===== src/rtl/synth_pkg.sv =====
// Shared definitions for the synth voice blocks: envelope state encodings and level limits.
package synth_pkg;

  localparam int unsigned ENV_W_DEFAULT = 8;
  localparam int unsigned ENV_MAX       = (1 << ENV_W_DEFAULT) - 1;
  localparam int unsigned STATE_W       = 3;

  typedef enum logic [STATE_W-1:0] {
    ST_IDLE    = 3'd0,
    ST_ATTACK  = 3'd1,
    ST_DECAY   = 3'd2,
    ST_SUSTAIN = 3'd3,
    ST_RELEASE = 3'd4
  } env_state_e;

  // True for the states in which a note is still held.
  function automatic logic is_held(input env_state_e st);
    return (st == ST_ATTACK) || (st == ST_DECAY) || (st == ST_SUSTAIN);
  endfunction

endpackage


===== src/rtl/env_scale.sv =====
// Registered signed-sample by unsigned-level multiply, scaled back by 2^ENV_W, with valid pipelining.
module env_scale #(
  parameter int unsigned WIDTH = 16,
  parameter int unsigned ENV_W = 8
) (
  input  logic                    clk,
  input  logic                    reset,
  input  logic                    valid_i,
  input  logic signed [WIDTH-1:0] sample_i,
  input  logic        [ENV_W-1:0] level_i,
  output logic signed [WIDTH-1:0] sample_o,
  output logic                    valid_o
);

  localparam int unsigned PROD_W = WIDTH + ENV_W + 1;

  logic signed [PROD_W-1:0] sample_x;
  logic signed [PROD_W-1:0] level_x;
  logic signed [PROD_W-1:0] product;
  logic signed [PROD_W-1:0] scaled;
  logic signed [WIDTH-1:0]  sample_q;
  logic                     valid_q;

  // Level is zero-extended so it always acts as a non-negative multiplier.
  assign sample_x = PROD_W'(sample_i);
  assign level_x  = PROD_W'({1'b0, level_i});
  assign product  = sample_x * level_x;
  assign scaled   = product >>> ENV_W;

  always_ff @(posedge clk) begin
    if (reset) begin
      sample_q <= '0;
      valid_q  <= 1'b0;
    end else begin
      valid_q <= valid_i;
      if (valid_i) begin
        sample_q <= WIDTH'(scaled);
      end
    end
  end

  assign sample_o = sample_q;
  assign valid_o  = valid_q;

endmodule


===== src/rtl/adsr_envelope.sv =====
// Per-voice ADSR envelope: event-driven FSM and level register feeding the sample scaler.
module adsr_envelope
  import synth_pkg::*;
#(
  parameter int unsigned WIDTH = 16,
  parameter int unsigned ENV_W = ENV_W_DEFAULT
) (
  input  logic                    clk,
  input  logic                    reset,
  input  logic                    note_on,
  input  logic                    note_off,
  input  logic                    sample_valid,
  input  logic signed [WIDTH-1:0] sample_in,
  input  logic        [ENV_W-1:0] attack_step,
  input  logic        [ENV_W-1:0] decay_step,
  input  logic        [ENV_W-1:0] sustain_level,
  input  logic        [ENV_W-1:0] release_step,
  output logic signed [WIDTH-1:0] sample_out,
  output logic                    out_valid,
  output logic        [ENV_W-1:0] env_level,
  output logic        [2:0]       env_state,
  output logic                    busy
);

  localparam logic [ENV_W:0] LEVEL_MAX_X = {1'b0, {ENV_W{1'b1}}};

  env_state_e       state_q, state_d;
  logic [ENV_W-1:0] level_q, level_d;
  logic             busy_q, busy_d;

  logic             release_evt;
  logic             event_c;
  logic             tick;
  logic [ENV_W:0]   attack_sum;
  logic [ENV_W:0]   decay_floor;
  logic [ENV_W:0]   level_x;

  // An ignored note_off (IDLE/RELEASE) is not an event and does not block the tick.
  assign release_evt = note_off && is_held(state_q);
  assign event_c     = note_on || release_evt;
  assign tick        = sample_valid && !event_c;

  assign level_x     = {1'b0, level_q};
  assign attack_sum  = level_x + {1'b0, attack_step};
  assign decay_floor = {1'b0, sustain_level} + {1'b0, decay_step};

  always_ff @(posedge clk) begin
    if (reset) begin
      state_q <= ST_IDLE;
      level_q <= '0;
      busy_q  <= 1'b0;
    end else begin
      state_q <= state_d;
      level_q <= level_d;
      busy_q  <= busy_d;
    end
  end

  always_comb begin
    state_d = state_q;
    if (note_on) begin
      state_d = ST_ATTACK;
    end else if (release_evt) begin
      state_d = ST_RELEASE;
    end else if (tick) begin
      unique case (state_q)
        ST_ATTACK:  if (attack_sum >= LEVEL_MAX_X) state_d = ST_DECAY;
        ST_DECAY:   if (level_x <= decay_floor) state_d = ST_SUSTAIN;
        ST_RELEASE: if (level_q <= release_step) state_d = ST_IDLE;
        default:    state_d = state_q;
      endcase
    end
  end

  // Level steps only on a tick; event cycles leave the level untouched.
  always_comb begin
    level_d = level_q;
    busy_d  = (state_d != ST_IDLE);
    if (tick) begin
      unique case (state_q)
        ST_IDLE:    level_d = '0;
        ST_ATTACK:  level_d = (attack_sum >= LEVEL_MAX_X) ? LEVEL_MAX_X[ENV_W-1:0]
                                                          : attack_sum[ENV_W-1:0];
        ST_DECAY:   level_d = (level_x <= decay_floor) ? sustain_level
                                                       : level_q - decay_step;
        ST_SUSTAIN: level_d = level_q;
        ST_RELEASE: level_d = (level_q <= release_step) ? '0 : level_q - release_step;
        default:    level_d = level_q;
      endcase
    end
  end

  env_scale #(
    .WIDTH(WIDTH),
    .ENV_W(ENV_W)
  ) u_scale (
    .clk     (clk),
    .reset   (reset),
    .valid_i (sample_valid),
    .sample_i(sample_in),
    .level_i (level_q),
    .sample_o(sample_out),
    .valid_o (out_valid)
  );

  assign env_level = level_q;
  assign env_state = 3'(state_q);
  assign busy      = busy_q;

endmodule


===== config.mk =====
export PLATFORM = sky130hd
export DESIGN_NAME = adsr_envelope
export DESIGN_NICKNAME = d
export VERILOG_FILES = /design/src/rtl/synth_pkg.sv /design/src/rtl/env_scale.sv /design/src/rtl/adsr_envelope.sv
export SDC_FILE = /design/constraint.sdc
export NUM_CORES = 1
export LEC_CHECK = 0
export CAP_MARGIN = 5
export CELL_PAD_IN_SITES_DETAIL_PLACEMENT = 0
export CELL_PAD_IN_SITES_GLOBAL_PLACEMENT = 2
export CORE_UTILIZATION = 25
export DETAILED_ROUTE_END_ITERATION = 10
export PLACE_DENSITY_LB_ADDON = 0.1
export SLEW_MARGIN = 20
export SYNTH_ARGS = -nofsm -noshare
export SYNTH_HDL_FRONTEND = slang
export SYNTH_SLANG_ARGS = --single-unit

===== constraint.sdc =====
create_clock -name clk -period 7.03 [get_ports clk]
set_input_delay 1.7575 -clock clk [delete_from_list [all_inputs] [get_ports clk]]
set_output_delay 1.7575 -clock clk [all_outputs]
set_load 0.02 [all_outputs]

# Word level (Yosys, flattened, before mapping)
# Index checks and enable logic that the tools add are counted.
# word_totals
ff_bits	29
latchBits	0
mem_bits_rw	0
romBits	0
in_bits	53
out_inout_bits	29
elab_cells	38
mem_count	0
# op_classes
addsub	4
n_mul	1
n_div	0
order_cmp	3
n_eq_ne	4
shift	0
mux	11
n_bitwise	0
n_reduce_logical	10
# ops
operator	count
8-bit one-hot mux with 4 select lines	1
16-bit by 9-bit multiplier with 24-bit output	1
8-bit 2-to-1 mux	3
8-bit by 8-bit adder with 9-bit output	2
3-bit 2-to-1 mux	6
8-bit subtractor	2
9-bit by 8-bit >= comparator with 1-bit output (second input constant)	1
8-bit by 9-bit <= comparator with 1-bit output	1
3-bit one-hot mux with 3 select lines	1
8-bit <= comparator	1
3-bit by 2-bit == test with 1-bit output (second input constant)	2
4-bit nonzero test	1
3-bit by 1-bit == test with 1-bit output (second input constant)	1
3-bit == test (second input constant)	1
3-bit zero test	1
1-bit logical OR	3
3-bit nonzero test	1
1-bit logical AND	2
2-bit AND reduction	1
1-bit zero test	1

# Logic depth before layout (Yosys ltp)
# Gate-level depths: netlist of the first run.
# logic_depth
depth_word	11
mapped_depth	20
mapped_depth_nobuf	18

# By module
# Synthesis of the first run repeated with hierarchy kept, for this count alone.
# unflattened
cells_unflattened	890
hier_area_um2	7433.4
# modules_own_cells
mod	instances	cells_each	area_per_inst_um2	seq_area_each_um2
env_scale	1	602	5091.1	340.3
adsr_envelope	1	288	2342.2	240.2

# Worst setup path after synthesis of the first run
# OpenSTA, ideal clock, no wires.
# synth_path
path_type	input to register
startpoint	input sample_in[12]
endpoint	register u_scale.sample_q[14] (netlist: u_scale.sample_o[14])
setup_time_ps	136
t_arrival_ps	5692
t_required_ps	6894
setup_slack_ps	1202
cell_stages	16
n_path_buf	0
path_cell_list	and2_1 > fa_1 > fa_1 > inv_1 > fa_1 > fa_1 > inv_1 > ha_1 > nand3_1 > nand2_1 > a41oi_1 > o211ai_2 > o41ai_4 > nor2_1 > nor4b_1 > o32ai_1
# synth_via
elab_chain_len	1
# synth_rtl
element	line_no	text
start, declared	adsr_envelope.sv:13	input logic signed [WIDTH-1:0] sample_in,
16-bit by 9-bit multiplier with 24-bit output	env_scale.sv:27	assign product = sample_x * level_x;
end signal, assigned	env_scale.sv:37	sample_q <= WIDTH'(scaled);
end, declared	env_scale.sv:21	logic signed [WIDTH-1:0] sample_q;
# No other way between the ends.
# A chain may end at the register's enable or synchronous reset.

# Worst setup path in the final report of the first run
# layout_path
startpoint	input sample_in[9]
endpoint	register u_scale.sample_q[14] (netlist: u_scale.sample_o[14])
# The elaborated chain is that of the path after synthesis.

==> results of run 1 <==
[worst min-delay path, stage by stage, from the launching register on]
cell                      delay, ns
sky130_fd_sc_hd__dfxtp_1       0.31
sky130_fd_sc_hd__inv_1         0.05
sky130_fd_sc_hd__o32ai_1       0.07
[final cells by class]
class                      count  share of cell area
clock buffer                   6              0.0151
tap                          378              0.0554
inverter                     162              0.0712
multi-input combinational    631               0.681
timing repair buffer          96               0.108
clock inverter                 2             0.00117
sequential                    29              0.0680
[Yosys cell counts (all sizes together) (4+ instances only)]
library cell / count / share of area
ha: 82 / 0.14
nand2: 87 / 0.046
a221oi: 7 / 0.0087
nor3: 9 / 0.0071
inv: 162 / 0.086
and2: 72 / 0.064
or2: 5 / 0.0044
o22ai: 5 / 0.0044
a211oi: 10 / 0.012
nor2b: 7 / 0.0062
o211ai: 6 / 0.0078
dfxtp: 29 / 0.082
fa: 103 / 0.29
a21o: 9 / 0.0095
nand3: 5 / 0.0049
xnor2: 22 / 0.027
a21oi: 22 / 0.016
xor2: 12 / 0.015
mux2i: 10 / 0.014
nor2: 54 / 0.029
nand2b: 9 / 0.0079
o21a: 9 / 0.0095
and3: 5 / 0.0044
o31ai: 5 / 0.0053
nand4: 6 / 0.0062
o21ai: 28 / 0.020
nor4: 4 / 0.0044
clkbuf: 17 / 0.0090
[cell families after synthesis]
kind of cell	Yosys count	synth area share
AOI/OAI and AO/OA	126	0.128
DFF	29	0.0820
buffers and inverters	180	0.0964
xor gates and xnor gates	34	0.0420
and+or+nand+nor	273	0.196
muxes	13	0.0194
adders and majority gates	185	0.436
[final timing paths]
check	endpoint	depth (start not counted)
worst min register to register	u_scale.sample_o[13]	2
worst max register to register	u_scale.sample_o[15]	19
worst min-delay path	u_scale.sample_o[13]	2
worst max-delay path	u_scale.sample_o[14]	17
[report_power, final]
part	leakage, nW	total [mW]	internal [mW]	switching [mW]
Sequential	0.236	0.187	0.174	0.0127
Clock	0.0706	0.213	0.130	0.0834
Combinational	3.77	0.336	0.154	0.182
Total	4.08	0.736	0.458	0.278
[metal layers]
layer  part of all wire  vias up
li1                   -     2886
met1               0.49     2740
met2               0.48       72
met3              0.023       12
met4             0.0068        0
met5                  0        -
[state kept, by name, summed over array words and instances, names as in the netlist]
| signal | flops |
|---|---|
| busy | 1 |
| env_level | 8 |
| env_state | 3 |
| u_scale.sample_o | 16 |
| u_scale.valid_o | 1 |
[stage by stage]
stage	util	cell area [um2]
after floorplan	-	7080
after global placement	0.302	8400
after detailed placement	0.302	8400
after CTS	0.307	8540
after global routing	0.307	8540
final	0.307	8540
==> tab_implementation.tex, run 1 <==
\begin{tabular}{lr}
\hline
Metric & Value \\
\hline
\multicolumn{2}{l}{\textbf{CTS}} \\
\quad Clk slew on worst S/H paths & 0.06 ns \\
\quad Clock latency at the later pin of the worst-skew pair & 0.28 ns \\
\quad Post-CTS Hold Buffers & 0 \\
\quad Htree depth & 2 \\
\quad Cts bufs inserted & 5 \\
\quad Setup fix buffers added after clock tree synthesis & 0 \\
\quad Number of cells upsized or downsized after cts & 0 \\
\quad Root buf cell & sky130\_fd\_sc\_hd\_\_clkbuf\_16 \\
\quad Largest buffer count on any clock path & 2 \\
\quad CTS sink cnt & 29 \\
\quad Clock tree from TritonCTS & built \\
\multicolumn{2}{l}{\textbf{Layout}} \\
\quad Non-filler instance count after layout & 1304 \\
\quad Commonest cells after routing, fill and taps aside & 162 x sky130\_fd\_sc\_hd\_\_inv\_1, 103 x sky130\_fd\_sc\_hd\_\_fa\_1, 87 x sky130\_fd\_sc\_hd\_\_nand2\_1, 82 x sky130\_fd\_sc\_hd\_\_ha\_1, 81 x sky130\_fd\_sc\_hd\_\_clkdlybuf4s50\_1 \\
\quad Total inserted antenna cells & 0 \\
\quad Proportion of layout cells with a drive suffix above 1 & 0.0475 \\
\quad Fillers & 3026 \\
\quad Most common cell after layout, fill and taps aside & sky130\_fd\_sc\_hd\_\_inv\_1 \\
\quad Multi-input logic area & between 5000 and 6000 um2 \\
\quad FF+latch area & 581 um2 \\
\quad Synth-to-layout area growth & 20.6\% \\
\quad Total Nets Final & 1163 \\
\multicolumn{2}{l}{\textbf{Global route}} \\
\quad First-pass GRT wire length & 34400 um \\
\quad Pin count of the biggest net entering global routing & 23 \\
\quad Routing layer with the top usage in global route & met2 \\
\quad Via count of the first global-routing pass & 6321 \\
\quad Global-route total usage across every layer & 0.154 \\
\quad Total overflow reported by the global router & 0 \\
\quad Initial antenna violation count & 0 \\
\quad Met1 Resource Use GR & 0.210 \\
\quad Met3 capacity usage during global routing & 0.0172 \\
\quad Met2 Usage GRT & 0.268 \\
\multicolumn{2}{l}{\textbf{Critical path}} \\
\quad Required arrival time at the worst endpoint & 7.19 ns \\
\quad Maximum fanout encountered on the critical timing path & 8 \\
\quad Startpoint of the most critical register-to-register path & env\_level[2] \\
\quad Slowest cell delay on critical path & 0.59 ns \\
\quad Slowest library cell on the worst path & sky130\_fd\_sc\_hd\_\_clkdlybuf4s50\_1 \\
\quad Most used cell along the critical path & sky130\_fd\_sc\_hd\_\_fa\_1 \\
\quad Sort of element at the start of the critical path & input port \\
\quad Crit Path Class & input port to flop \\
\quad Family with the most delay on the worst path & adder cells \\
\quad Critical Path, Cell by Cell & clkdlybuf4s50\_1 > and2\_1 > fa\_1 > inv\_1 > fa\_1 > fa\_1 > fa\_1 > inv\_1 > ha\_1 > a21o\_1 > a41oi\_1 > o211ai\_2 > o41ai\_4 > buf\_4 > nor2\_1 > nor4b\_1 > o32ai\_1 \\
\quad Count of buffering cells on the critical path with inverters included & 4 \\
\quad Endpoint arrival time on the critical path & 6.63 ns \\
\quad Type of element capturing the critical path & flop \\
\quad Crit path from & sample\_in[9] \\
\quad Reg2Reg Setup Slack & 1.70 ns \\
\multicolumn{2}{l}{\textbf{Placed design}} \\
\quad Number of placed instances, taps included & 1296 \\
\quad Global placement routability congestion & 0.728 \\
\quad Port-buffer cells & 81 \\
\quad Pre-CTS WS & 0.199 ns \\
\quad Detailed placement HPWL & roughly 17000 um \\
\multicolumn{2}{l}{\textbf{Pwr}} \\
\quad Static Leakage & 4.08 nW \\
\quad Post-layout power & 0.736 mW \\
\quad Pwr/cell area & 86.2 nW/um2 \\
\quad Worst supply voltage drop on vdd & about 0.074 mV \\
\multicolumn{2}{l}{\textbf{Synth}} \\
\quad Share of synthesized area occupied by flip-flops and latches & 0.0820 \\
\quad Mean instance size in the synthesized netlist & 8.43 um2 \\
\quad Post-synth ARST share & 0 \\
\quad Number of library cell types mapped by synthesis & 65 \\
\quad Synth warn & 0 \\
\quad Number of flops mapped to enable cells by yosys & 0 \\
\quad Yosys reg bits & 29 \\
\quad Cells after synthesis & 840 \\
\quad Most used flip-flop cell after synthesis & sky130\_fd\_sc\_hd\_\_dfxtp\_1 \\
\quad Synthesized Nets & 1078 \\
\quad Cell Area, Synth & 7080 um2 \\
\multicolumn{2}{l}{\textbf{STA}} \\
\quad Final Skew & 0.00908 ns \\
\quad Setup-violating endpoint count in the final report & 0 \\
\quad Crit path time final & 6.47 ns \\
\quad Slew HR & 0.484 \\
\quad Post-route setup slack & 0.558 ns \\
\quad Setup repair after global routing missed its margin & false \\
\quad Final Hold Violating Endpoints & 0 \\
\quad Maximum clock frequency & 155 MHz \\
\quad Final clock period utilization by the worst path & 0.921 \\
\quad Final Slew Violations & 0 \\
\quad Sum of negative setup slack & 0 ns \\
\quad Hold slack & 0.483 ns \\
\quad Worst slew pin tran & 0.774 ns \\
\multicolumn{2}{l}{\textbf{Die}} \\
\quad Placeable Area & 27900 um2 \\
\quad Horizontal extent of the die & 170 um \\
\quad Area enclosed by the die boundary & 29000 um2 \\
\quad Num ports & 82 \\
\quad Starting density of the core & 0.254 \\
\quad Row Count & between 60 and 70 \\
\quad Die outline height & roughly 170 um \\
\multicolumn{2}{l}{\textbf{Route}} \\
\quad First-pass DRT Iterations & 6 \\
\quad Drt via density & 4.38 \\
\quad Via total after detailed routing & approximately 5700 \\
\quad Residual antenna-violating net count after detailed routing & 0 \\
\quad Final routed wire length divided by cell count & 15.9 um \\
\quad Drt total wl & 20700 um \\
\quad Residual DRC count & 0 \\
\quad Starting DRC count in detailed routing & 234 \\
\multicolumn{2}{l}{\textbf{Flow run}} \\
\quad Max-cap viol count & 0 \\
\multicolumn{2}{l}{\textbf{Worst hold path}} \\
\quad Startpoint of the worst hold path & u\_scale.sample\_o[13] \\
\quad Worst min-delay path category & flop to flop \\
\multicolumn{2}{l}{\textbf{Status}} \\
\quad Run status & finished clean \\
\hline
\end{tabular}
Power figures use the tool's default switching activity.
==> run 2, diff against run 1 <==
- PLACE_DENSITY: not set -> 0.69
- PLACE_DENSITY_LB_ADDON: 0.1 -> not set
==> run 2 against run 1 <==
Non-clock buffer count down 2. Largest power group unchanged. Highest routed layer unchanged. First-iteration DRC count down 11%. Critical path depth unchanged.
==> tab_implementation.tex, run 2 (synthesis results as in run 1) <==
\begin{tabular}{lr}
\hline
Metric & Value \\
\hline
\multicolumn{2}{l}{\textbf{Route}} \\
\quad Via total after detailed routing & 5697 (was 5710) \\
\quad Drt total wl & 19400 um (was 20700 um) \\
\quad Drt via density & 4.38 (about the same) \\
\quad Residual antenna-violating net count after detailed routing & 0 (unchanged) \\
\quad Final routed wire length divided by cell count & 14.9 um (was 15.9 um) \\
\quad First-pass DRT Iterations & 4 (was 6) \\
\quad Residual DRC count & 0 (unchanged) \\
\quad Starting DRC count in detailed routing & 209 (was 234) \\
\multicolumn{2}{l}{\textbf{Global route}} \\
\quad First-pass GRT wire length & 32300 um (was 34400 um) \\
\quad Global-route total usage across every layer & 0.144 (was 0.154) \\
\quad Initial antenna violation count & 0 (unchanged) \\
\quad Pin count of the biggest net entering global routing & 32 (was 23) \\
\quad Total overflow reported by the global router & 0 (unchanged) \\
\quad Via count of the first global-routing pass & 6043 (was 6321) \\
\multicolumn{2}{l}{\textbf{CTS}} \\
\quad Htree depth & 2 (unchanged) \\
\quad Clock tree from TritonCTS & built (unchanged) \\
\quad Root buf cell & sky130\_fd\_sc\_hd\_\_clkbuf\_16 (unchanged) \\
\quad Cts bufs inserted & 5 (unchanged) \\
\quad Setup fix buffers added after clock tree synthesis & 0 (unchanged) \\
\quad CTS sink cnt & 29 (unchanged) \\
\quad Largest buffer count on any clock path & 2 (unchanged) \\
\quad Number of cells upsized or downsized after cts & 0 (unchanged) \\
\quad Clk slew on worst S/H paths & 0.06 ns (about the same) \\
\quad Clock latency at the later pin of the worst-skew pair & 0.29 ns (was 0.28 ns) \\
\quad Post-CTS Hold Buffers & 0 (unchanged) \\
\multicolumn{2}{l}{\textbf{Die}} \\
\quad Row Count & 61 (unchanged) \\
\quad Num ports & 82 (unchanged) \\
\quad Starting density of the core & 0.254 (unchanged) \\
\quad Die outline height & 170 um (unchanged) \\
\quad Horizontal extent of the die & 170 um (unchanged) \\
\quad Placeable Area & 27900 um2 (unchanged) \\
\quad Area enclosed by the die boundary & 29000 um2 (unchanged) \\
\multicolumn{2}{l}{\textbf{Placed design}} \\
\quad Pre-CTS WS & 0.267 ns (was 0.199 ns) \\
\quad Area post-placement & 8390 um2 (was 8400 um2) \\
\quad Detailed placement HPWL & 16000 um (was 17400 um) \\
\quad Port-buffer cells & 81 (unchanged) \\
\quad Global placement routability congestion & 0.770 (was 0.728) \\
\multicolumn{2}{l}{\textbf{STA}} \\
\quad Worst slew pin tran & 1.07 ns (was 0.774 ns) \\
\quad Final Skew & 0.00911 ns (was 0.00908 ns) \\
\quad Setup-violating endpoint count in the final report & 0 (unchanged) \\
\quad Crit path time final & 6.44 ns (was 6.47 ns) \\
\quad Final Slew Violations & 0 (unchanged) \\
\quad Maximum clock frequency & 155 MHz (about the same) \\
\quad Sum of negative setup slack & 0 ns (unchanged) \\
\quad Post-route setup slack & 0.590 ns (was 0.558 ns) \\
\quad Setup repair after global routing missed its margin & false (unchanged) \\
\quad Slew HR & 0.286 (was 0.484) \\
\quad Final clock period utilization by the worst path & 0.916 (was 0.921) \\
\quad Final Hold Violating Endpoints & 0 (unchanged) \\
\multicolumn{2}{l}{\textbf{Critical path}} \\
\quad Endpoint arrival time on the critical path & 6.60 ns (was 6.63 ns) \\
\quad Most used cell along the critical path & sky130\_fd\_sc\_hd\_\_fa\_1 (unchanged) \\
\quad Family with the most delay on the worst path & adder cells (unchanged) \\
\quad Required arrival time at the worst endpoint & 7.19 ns (about the same) \\
\quad Maximum fanout encountered on the critical timing path & 8 (unchanged) \\
\quad Type of element capturing the critical path & flop (unchanged) \\
\quad Sort of element at the start of the critical path & input port (unchanged) \\
\quad Slowest cell delay on critical path & 0.56 ns (was 0.59 ns) \\
\quad Slowest library cell on the worst path & sky130\_fd\_sc\_hd\_\_clkdlybuf4s50\_1 (unchanged) \\
\quad Critical Path, Cell by Cell & clkdlybuf4s50\_1 > and2\_1 > fa\_1 > fa\_1 > inv\_1 > fa\_1 > fa\_1 > inv\_1 > ha\_1 > nand3\_1 > nand2\_1 > a41oi\_1 > o211ai\_2 > o41ai\_4 > nor2\_1 > nor4b\_1 > o32ai\_1 (was clkdlybuf4s50\_1 > and2\_1 > fa\_1 > inv\_1 > fa\_1 > fa\_1 > fa\_1 > inv\_1 > ha\_1 > a21o\_1 > a41oi\_1 > o211ai\_2 > o41ai\_4 > buf\_4 > nor2\_1 > nor4b\_1 > o32ai\_1) \\
\quad Count of buffering cells on the critical path with inverters included & 3 (was 4) \\
\quad Crit Path Class & input port to flop (unchanged) \\
\multicolumn{2}{l}{\textbf{Pwr}} \\
\quad Pwr/cell area & 91.8 nW/um2 (was 86.2 nW/um2) \\
\quad Post-layout power & 0.787 mW (was 0.736 mW) \\
\quad Static Leakage & 4.08 nW (about the same) \\
\quad Worst supply voltage drop on vdd & 0.0628 mV (was 0.0736 mV) \\
\multicolumn{2}{l}{\textbf{Layout}} \\
\quad Most common cell after layout, fill and taps aside & sky130\_fd\_sc\_hd\_\_inv\_1 (unchanged) \\
\quad Commonest cells after routing, fill and taps aside & 162 x sky130\_fd\_sc\_hd\_\_inv\_1, 103 x sky130\_fd\_sc\_hd\_\_fa\_1, 87 x sky130\_fd\_sc\_hd\_\_nand2\_1, 82 x sky130\_fd\_sc\_hd\_\_ha\_1, 81 x sky130\_fd\_sc\_hd\_\_clkdlybuf4s50\_1 (unchanged) \\
\quad Total inserted antenna cells & 0 (unchanged) \\
\quad Fillers & 3021 (was 3026) \\
\quad Synth-to-layout area growth & 20.9\% (was 20.6\%) \\
\quad Design area & 8570 um2 (was 8540 um2) \\
\quad Proportion of layout cells with a drive suffix above 1 & 0.0465 (was 0.0475) \\
\quad Total Nets Final & 1161 (was 1163) \\
\quad Number of flip-flops under the largest register name & 16 (unchanged) \\
\multicolumn{2}{l}{\textbf{Worst hold path}} \\
\quad Worst min-delay path category & flop to flop (unchanged) \\
\multicolumn{2}{l}{\textbf{Status}} \\
\quad Run status & finished clean (unchanged) \\
\multicolumn{2}{l}{\textbf{Flow run}} \\
\quad Max-cap viol count & 0 (unchanged) \\
\hline
\end{tabular}
## run 2: changes by cell type in the layout (fill, tap and decap cells not counted), sizes merged
cell | previous run | this run
clkinv | 2 | 0
buf | 15 | 13
clkinvlp | 0 | 1
bufinv | 0 | 1
## run 2: final timing paths
path	start	endpoint	slack, ns	depth (start not counted)
max	sample_in[12]	u_scale.sample_o[14]	0.59	17
min	u_scale.sample_o[13]	u_scale.sample_o[13]	0.48	2
max reg2reg	env_level[3]	u_scale.sample_o[14]	1.66	16
min reg2reg	u_scale.sample_o[13]	u_scale.sample_o[13]	0.48	2
## run 2: metrics by stage
| step | utilization | cells | hold slack [ns] |
|---|---|---|---|
| finish | 0.307 | 1302 | 0.480 |
| global route | 0.307 | 1302 | 0.500 |
| CTS | 0.307 | 1302 | 0.487 |
| detailed placement | 0.301 | 1294 | 0.477 |
| global placement | 0.301 | 1294 | 0.468 |
| floorplan | - | 840 | 0.551 |
## run 2: power breakdown
part | switching (mW) | internal [mW] | total (mW)
registers | 0.00978 | 0.174 | 0.184
clock network | 0.0897 | 0.177 | 0.267
logic | 0.183 | 0.153 | 0.336
total | 0.282 | 0.504 | 0.787
## run 2: final cells by class
cell class | instances | area (um2) | share of cell area
clock buffers | 6 | 139 | 0.0162
inverters | 162 | 608 | 0.0710
clock inverters | 2 | 37.5 | 0.00438
flip-flops and latches | 29 | 581 | 0.0678
well taps | 378 | 473 | 0.0552
repair buffers | 94 | 908 | 0.106
multi-input cells | 631 | 5820 | 0.679
## run 2: worst min-delay path: stages, from the launching register on
cell,delay [ns]
sky130_fd_sc_hd__dfxtp_1,0.31
sky130_fd_sc_hd__inv_1,0.05
sky130_fd_sc_hd__o32ai_1,0.07
## run 2: layer usage
layer | track usage | wire [um] | vias to the layer above
li1 | - | - | 2867
met1 | 0.195 | 9450 | 2764
met2 | 0.248 | 9390 | 61
met3 | 0.0172 | 452 | 5
met4 | 0.0212 | 106 | 0
met5 | 0 | 0 | -
